## src/rtl/multicycle_mem_pc_unit.sv

```systemverilog
// multicycle_mem_pc_unit: PC/IR/MDR owner sitting behind the multicycle control unit.
// Runs a three-state (IDLE/WAIT/DONE) handshake to a variable-latency memory and
// stalls the control unit while an access is outstanding.
module multicycle_mem_pc_unit #(
  parameter int              XLEN     = 32,
  parameter logic [XLEN-1:0] RESET_PC = '0,
  parameter int              TIMEOUT  = 16
) (
  input  logic            clock,
  input  logic            reset,
  input  logic            PCWrite,
  input  logic            PCWriteCond,
  input  logic            IorD,
  input  logic            MemRead,
  input  logic            MemWrite,
  input  logic            IRWrite,
  input  logic            PCSource1,
  input  logic            PCSource0,
  input  logic [XLEN-1:0] alu_result,
  input  logic [XLEN-1:0] alu_out,
  input  logic            alu_zero,
  input  logic [XLEN-1:0] store_data,
  output logic [XLEN-1:0] mem_addr,
  output logic            mem_rd,
  output logic            mem_wr,
  output logic [XLEN-1:0] mem_wdata,
  input  logic [XLEN-1:0] mem_rdata,
  input  logic            mem_ready,
  output logic            stall,
  output logic            mem_err,
  output logic [XLEN-1:0] pc,
  output logic [31:0]     ir,
  output logic [XLEN-1:0] mdr
);

  localparam int CW = (TIMEOUT > 2) ? $clog2(TIMEOUT) : 1;

  typedef enum logic [1:0] {ST_IDLE, ST_WAIT, ST_DONE} state_t;

  state_t          state_reg, state_next;
  logic [CW-1:0]   cnt_reg, cnt_next;
  logic [XLEN-1:0] pc_reg, pc_next, addr_reg, wdata_reg, mdr_reg;
  logic [31:0]     ir_reg;
  logic            rd_reg, wr_reg, irw_reg, err_reg;
  logic            req, ld_data, timeout_hit, pc_en;

  // Next-state, handshake outputs, stall and PC source selection.
  always_comb begin
    state_next  = state_reg;
    cnt_next    = cnt_reg;
    stall       = 1'b0;
    mem_rd      = 1'b0;
    mem_wr      = 1'b0;
    req         = 1'b0;
    ld_data     = 1'b0;
    timeout_hit = 1'b0;
    case (state_reg)
      ST_IDLE: begin
        stall    = MemRead | MemWrite;
        cnt_next = '0;
        if (MemRead | MemWrite) begin
          req        = 1'b1;
          state_next = ST_WAIT;
        end
      end
      ST_WAIT: begin
        stall  = 1'b1;
        mem_rd = rd_reg;
        mem_wr = wr_reg;
        if (mem_ready) begin
          ld_data    = rd_reg;
          state_next = ST_DONE;
        end else if (cnt_reg == CW'(TIMEOUT - 1)) begin
          // Abort: nothing is loaded, the sticky error is raised instead.
          timeout_hit = 1'b1;
          state_next  = ST_DONE;
        end else begin
          cnt_next = cnt_reg + CW'(1);
        end
      end
      ST_DONE: begin
        // Strobes may still be high here; returning to IDLE without
        // looking at them is what prevents a duplicate request.
        state_next = ST_IDLE;
      end
      default: state_next = ST_IDLE;
    endcase

    pc_en = (PCWrite | (PCWriteCond & alu_zero)) & ~stall;
    case ({PCSource1, PCSource0})
      2'b00:   pc_next = alu_result;
      2'b01:   pc_next = alu_out;
      2'b10:   pc_next = {pc_reg[XLEN-1:28], ir_reg[25:0], 2'b00};
      default: pc_next = pc_reg;
    endcase
  end

  // State, request latch, architectural registers and sticky error.
  always_ff @(posedge clock or negedge reset) begin
    if (!reset) begin
      state_reg <= ST_IDLE;
      cnt_reg   <= '0;
      pc_reg    <= RESET_PC;
      ir_reg    <= '0;
      mdr_reg   <= '0;
      addr_reg  <= '0;
      wdata_reg <= '0;
      rd_reg    <= 1'b0;
      wr_reg    <= 1'b0;
      irw_reg   <= 1'b0;
      err_reg   <= 1'b0;
    end else begin
      state_reg <= state_next;
      cnt_reg   <= cnt_next;
      if (req) begin
        // Uses the PC as it is before any same-cycle PC write.
        addr_reg  <= IorD ? alu_out : pc_reg;
        wdata_reg <= store_data;
        rd_reg    <= MemRead & ~MemWrite;
        wr_reg    <= MemWrite;
        irw_reg   <= IRWrite;
      end
      if (ld_data) begin
        mdr_reg <= mem_rdata;
        if (irw_reg) ir_reg <= mem_rdata[31:0];
      end
      if (timeout_hit) err_reg <= 1'b1;
      if (pc_en) pc_reg <= pc_next;
    end
  end

  assign mem_addr  = addr_reg;
  assign mem_wdata = wdata_reg;
  assign mem_err   = err_reg;
  assign pc        = pc_reg;
  assign ir        = ir_reg;
  assign mdr       = mdr_reg;

endmodule
```

## config.mk

```make
export PLATFORM = sky130hd
export DESIGN_NAME = multicycle_mem_pc_unit
export DESIGN_NICKNAME = d
export VERILOG_FILES = /design/src/rtl/multicycle_mem_pc_unit.sv
export SDC_FILE = /design/constraint.sdc
export NUM_CORES = 1
export LEC_CHECK = 0
export BUFFER_PORTS_ARGS = -buffer_cell sky130_fd_sc_hd__buf_2
export CAP_MARGIN = 40
export CORE_MARGIN = 1
export CORE_UTILIZATION = 44
export CTS_CLUSTER_SIZE = 14
export DETAILED_ROUTE_END_ITERATION = 10
export PLACE_DENSITY_LB_ADDON = 0.1
export SYNTH_ARGS = -nofsm -noshare
export SYNTH_HDL_FRONTEND = slang
export SYNTH_SLANG_ARGS = --single-unit
export TNS_END_PERCENT = 1
```

## constraint.sdc

```tcl
create_clock -name clock -period 2.03 [get_ports clock]
set_input_delay 0.406 -clock clock [delete_from_list [all_inputs] [get_ports clock]]
set_output_delay 0.406 -clock clock [all_outputs]
set_load 0.02 [all_outputs]
```

==> results.sh, run 1 <==
export IMPL_outcome="completed"
export IMPL_htreeDepth=4
export IMPL_synth_yosys_seq_area_share_pct=57.2
export IMPL_synthTopCellsByArea="dfrtp_1 (57%), mux2_2 (29%), a22oi_1 (2.6%), a21oi_1 (2.2%), nor2_1 (1.5%)"
export IMPL_fin_crit_ns=1.97
export IMPL_synth_top_area_share_pct=57.2
export IMPL_wirelength_um=19800
export IMPL_io_buffers=303
export IMPL_endpoint="stall"
export IMPL_met1_usage_pct=27.8
export IMPL_cts_tree="done"
export IMPL_grt_max_degree=49
export IMPL_drt_iter0_markers=212
export IMPL_synth_edf_count=0
export IMPL_total_power_w=0.0166
export IMPL_grt_use_total_pct=23.6
export IMPL_root_buffer="clkbuf_16"
export IMPL_die_h_um=132
export IMPL_core_um2=16500
export IMPL_final_cells=1087
export IMPL_ys_types=33
export IMPL_cp_arrival_ns=1.57
export IMPL_num_rows=47
export IMPL_ant_nets=0
export IMPL_drive_gt1_share_pct=64.5
export IMPL_synthFlopType="dfrtp_1"
export IMPL_clk_pin_slew_worst_paths_ns=0.07
export IMPL_drcViolationCount=0
export IMPL_clock_sinks=170
export IMPL_r2r_start="state_reg[0]"
export IMPL_grt_overflow=0
export IMPL_crit_path_start="state_reg[0]"
export IMPL_fp_dieW_um=132
export IMPL_ys_warn_count=0
export IMPL_slew_headroom_pct=59.3
export IMPL_start_kind="register"
export IMPL_avgViaCountPerCell=5.21
export IMPL_synth_avg_cell_area_um2=13.7
export IMPL_grt_use_met2_pct=41.3
export IMPL_crit_required_ns=1.62
export IMPL_wl_per_cell_um=18.2
export IMPL_path_max_fanout=3
export IMPL_drv_slew=0
export IMPL_dp_hpwl_um=14700
export IMPL_tightest_slew_ns=0.610
export IMPL_syn_instance_count=541
export IMPL_ff2ff_path_depth=4
export IMPL_finalHoldViolCount=0
export IMPL_dp_cells=1053
export IMPL_syn_area_um2=7430
export IMPL_grtUsageMet3_pct=5.92
export IMPL_busiest_layer="met2"
export IMPL_reg2reg_to="pc[10]"
export IMPL_antenna_found_initial=1
export IMPL_worstHoldPathType="in -> reg"
export IMPL_first_global_vias=6041
export IMPL_layout_common_cells="buf_2 (302), mux2_2 (192), dfrtp_1 (170)"
export IMPL_rsz0062_at_grt="no"
export IMPL_io_pins=304
export IMPL_async_flop_share_pct=100
export IMPL_synth_top_area_cell="dfrtp_1"
export IMPL_finalSetupViolCount=0
export IMPL_cts_buffers=17
export IMPL_nets=998
export IMPL_period_share_pct=97.3
export IMPL_reg2reg_setup_slack_ns=0.19
export IMPL_syn2layout_area_growth_pct=33.7
export IMPL_ir_worst_vdd_uv=788
export IMPL_skew_ns=0.00764
export IMPL_synth_fp_nets=686
export IMPL_worstSkewPairLatency_ns=0.42
export IMPL_gp_congestion=0.884
export IMPL_final_common_cell="buf_2"
export IMPL_tns_ns=0
export IMPL_post_cts_setup_buffers=0
export IMPL_leakagePower_nw=4.83
export IMPL_post_route_util_pct=60.1
export IMPL_ys_seq_elements=170
export IMPL_critical_path_class="reg -> out"
export IMPL_dieArea_um2=17400
export IMPL_start_util_pct=45.0
export IMPL_grt_pass1_wl_um=32000
export IMPL_critPathCaptureType="output pin"
export IMPL_p_per_area_nw_per_um2=1670
export IMPL_dr_pass1_iters=4
export IMPL_max_freq_mhz=506
export IMPL_vias=5668
export IMPL_clk_path_buf_depth=2
export IMPL_drv_cap=0
-- worst min-delay path by stage --
| stage | start | endpoint | cells past startpoint | slack, ns |
|---|---|---|---|---|
| 3_5_place_dp | reset | mdr[7] | 1 | 0.38 |
| 6_report | store_data[31] | mem_wdata[31] | 2 | 0.21 |
| 5_1_grt | store_data[15] | mem_wdata[15] | 2 | 0.20 |
| 4_1_cts | store_data[15] | mem_wdata[15] | 2 | 0.19 |
| 2_1_floorplan | reset | cnt_reg[0] | 0 | 0.11 |
| 3_3_place_gp | reset | mdr[7] | 1 | 0.38 |
-- per-layer routing --
| layer | up-vias | part of all wire (%) |
|---|---|---|
| met4 | 0 | 2.4 |
| met2 | 239 | 50 |
| met1 | 2813 | 41 |
| met5 | - | 0 |
| met3 | 29 | 7.0 |
| li1 | 2587 | - |
-- where the power goes --
group	leakage (nW)	total (W)	switching, W	internal (W)
Combinational	2.50	0.00742	0.00412	0.00330
Clock	0.275	0.00310	0.00139	0.00171
Sequential	2.05	0.00612	0.00104	0.00508
Total	4.83	0.0166	0.00655	0.0101
-- cells by family (layout without fill, tap and decap cells) --
group / after synthesis / after routing / synth area share [%]
AO/OA/AOI/OAI: 77 / 77 / 7.02
adder cells (fa/ha/maj): 5 / 5 / 0.841
buffers and inverters: 44 / 369 / 2.51
flip-flops: 170 / 170 / 57.2
multiplexers: 193 / 193 / 29.2
other: 0 / 1 / 0
AND/OR/NAND/NOR: 52 / 52 / 3.18
-- synth_stat cells (all sizes together) (2+ instances only) --
| master | n |
|---|---|
| buf | 12 |
| a21oi | 32 |
| dfrtp | 170 |
| o21ai | 6 |
| a22oi | 26 |
| a31oi | 2 |
| mux2 | 193 |
| and2 | 3 |
| nand3 | 10 |
| clkbuf | 21 |
| ha | 5 |
| nor2 | 29 |
| inv | 11 |
| nand2 | 5 |
-- through the flow --
stage,area (um2),worst slack [ns],hold slack (ns)
5_1_grt,9940,0.00274,0.195
2_1_floorplan,7430,0.0621,0.110
3_5_place_dp,9360,0.0254,0.378
6_report,9940,0.0556,0.213
4_1_cts,9930,0.0232,0.190
3_3_place_gp,9360,0.0862,0.378
-- what timing repair did --
action,in CTS,in global routing
endpoints found under the setup margin,2,0
endpoints found under the hold margin,44,0
resized for setup,1,0
hold buffers,1,0
-- area by class of cell --
cell class,count,area (um2)
antenna,1,2.50
tap,220,275
timing repair buffer,326,1790
clock buffer,17,425
sequential,170,4250
inverter,11,41.3
fill,1409,6590
clock inverter,15,139
multi-input combinational,327,3010
-- worst max-delay path, stage by stage (launching register included) --
cell	delay, ns
dfrtp_1	0.38
or3_4	0.44
and2_1	0.17
buf_2	0.16
Power figures use the tool's default switching activity.
==> inputs of run 2 (changes only) <==
- CORE_UTILIZATION: 44 -> 48
- clock period: 2.03 -> 1.9 ns (I/O delays scaled with it)
==> results.sh, run 2 (synthesis results as in run 1) <==
export IMPL_outcome="completed"
export IMPL_p_per_area_nw_per_um2=1790
export IMPL_antenna_found_initial=1
export IMPL_critical_path_class="reg -> out"
export IMPL_final_common_cell="buf_2"
export IMPL_drcViolationCount=0
export IMPL_drt_iter0_markers=256
export IMPL_skew_ns=0.00700
export IMPL_seqCellArea_um2=4250
export IMPL_worstSkewPairLatency_ns=0.42
export IMPL_rsz0062_at_grt="no"
export IMPL_clock_sinks=170
export IMPL_critPathCaptureType="output pin"
export IMPL_avgViaCountPerCell=5.35
export IMPL_start_kind="register"
export IMPL_crit_required_ns=1.52
export IMPL_dr_pass1_iters=5
export IMPL_finalHoldViolCount=0
export IMPL_clk_path_buf_depth=2
export IMPL_grt_max_degree=49
export IMPL_drv_slew=0
export IMPL_syn2layout_area_growth_pct=33.3
export IMPL_htreeDepth=4
export IMPL_fp_dieW_um=126
export IMPL_cp_arrival_ns=1.47
export IMPL_gp_congestion=0.838
export IMPL_clk_pin_slew_worst_paths_ns=0.06
export IMPL_num_rows=45
export IMPL_multiInputGateArea_um2=3020
export IMPL_wl_per_cell_um=18.4
export IMPL_tns_ns=0
export IMPL_crit_slowest_cell="dfrtp_1"
export IMPL_layout_common_cells="buf_2 (301), mux2_2 (192), dfrtp_1 (170)"
export IMPL_root_buffer="clkbuf_16"
export IMPL_final_cells=1056
export IMPL_dp_hpwl_um=14400
export IMPL_fillers=1171
export IMPL_io_pins=304
export IMPL_first_global_vias=5842
export IMPL_worstHoldPathType="in -> reg"
export IMPL_drv_cap=0
export IMPL_period_share_pct=97.6
export IMPL_max_freq_mhz=539
export IMPL_wirelength_um=19400
export IMPL_preCtsSetupSlack_ns=-0.0578
export IMPL_cts_tree="done"
export IMPL_ant_nets=0
export IMPL_grt_pass1_wl_um=30700
export IMPL_slew_headroom_pct=64.5
export IMPL_vias=5650
export IMPL_dieArea_um2=16000
export IMPL_io_buffers=303
export IMPL_crit_path_cell_trace="or3_4 > and2_4 > buf_6"
export IMPL_leakagePower_nw=4.84
export IMPL_max_stage_delay_ns=0.38
export IMPL_post_cts_setup_buffers=0
export IMPL_whs_ns=0.192
export IMPL_core_um2=15100
export IMPL_crit_family="simple AND/OR/NAND/NOR gates"
export IMPL_fin_crit_ns=1.85
export IMPL_tightest_slew_ns=0.532
export IMPL_die_h_um=126
export IMPL_fin_area_um2=9910
export IMPL_ir_worst_vdd_uv=1060
export IMPL_drive_gt1_share_pct=64.5
export IMPL_start_util_pct=49.1
export IMPL_cp_num_buf_inv=1
export IMPL_postPlaceCellArea_um2=9330
export IMPL_grt_use_total_pct=25.0
export IMPL_setup_slack_ns=0.0458
export IMPL_path_max_fanout=3
export IMPL_cts_buffers=17
export IMPL_grt_overflow=0
export IMPL_dp_cells=1024
export IMPL_finalSetupViolCount=0
export IMPL_nets=1001
-- run 2: cell count changes in the layout (fill, tap and decap cells not counted), sizes merged --
cell    delta
inv        -6
buf        +3
clkinv     -1
bufinv     +1
clkbuf     +4
-- run 2: per-layer routing --
layer / track usage [%] / wire [um] / part of all wire, % / up-vias
li1: - / - / - / 2582
met1: 30.3 / 7780 / 40 / 2778
met2: 42.0 / 9600 / 49 / 259
met3: 6.87 / 1530 / 7.9 / 31
met4: 11.0 / 524 / 2.7 / 0
met5: 0 / 0 / 0 / -
-- run 2: final cells by class --
type,count,share of cell area [%]
Sequential cell,170,42.9
Antenna cell,1,0.0252
Clock inverter,9,1.01
Clock buffer,21,4.54
Multi-Input combinational cell,327,30.4
Inverter,11,0.417
Timing Repair Buffer,329,18.3
Tap cell,188,2.37
-- run 2: final timing paths --
check / start / endpoint / slack, ns / cells past startpoint
max in group asynchronous: reset / ir[1] / 0.74 / 3
setup / recovery: state_reg[0] / stall / 0.05 / 3
setup reg to reg: state_reg[0] / pc[29] / 0.15 / 3
hold / removal: store_data[0] / mem_wdata[0] / 0.19 / 2
hold reg to reg: mem_err / mem_err / 0.49 / 1
min in group asynchronous: reset / mdr[10] / 0.46 / 2
-- run 2: metrics by stage --
| stage | utilization (%) | power [W] |
|---|---|---|
| after floorplan | - | 0.0115 |
| after global placement | 61.6 | 0.0143 |
| after detailed placement | 61.6 | 0.0145 |
| after CTS | 65.4 | 0.0179 |
| after global routing | 65.5 | 0.0187 |
| final | 65.5 | 0.0177 |
-- run 2: worst reg2reg max path, cell delays in order (launching register included) --
cell,delay [ns]
dfrtp_1,0.38
or3_4,0.38
a2111oi_4,0.50
mux2_2,0.39
-- run 2: what timing repair did --
item / CTS / global route
pin swaps: 0 / 0
hold buffers: 1 / 0
resized for setup: 4 / 2
endpoints found under the hold margin: 36 / 0
setup endpoints to repair: 3 / 3
-- run 2: where the power goes --
group | internal [W] | switching [W]
Combinational | 0.00350 | 0.00440
Clock | 0.00194 | 0.00134
Sequential | 0.00543 | 0.00113
Total | 0.0109 | 0.00687
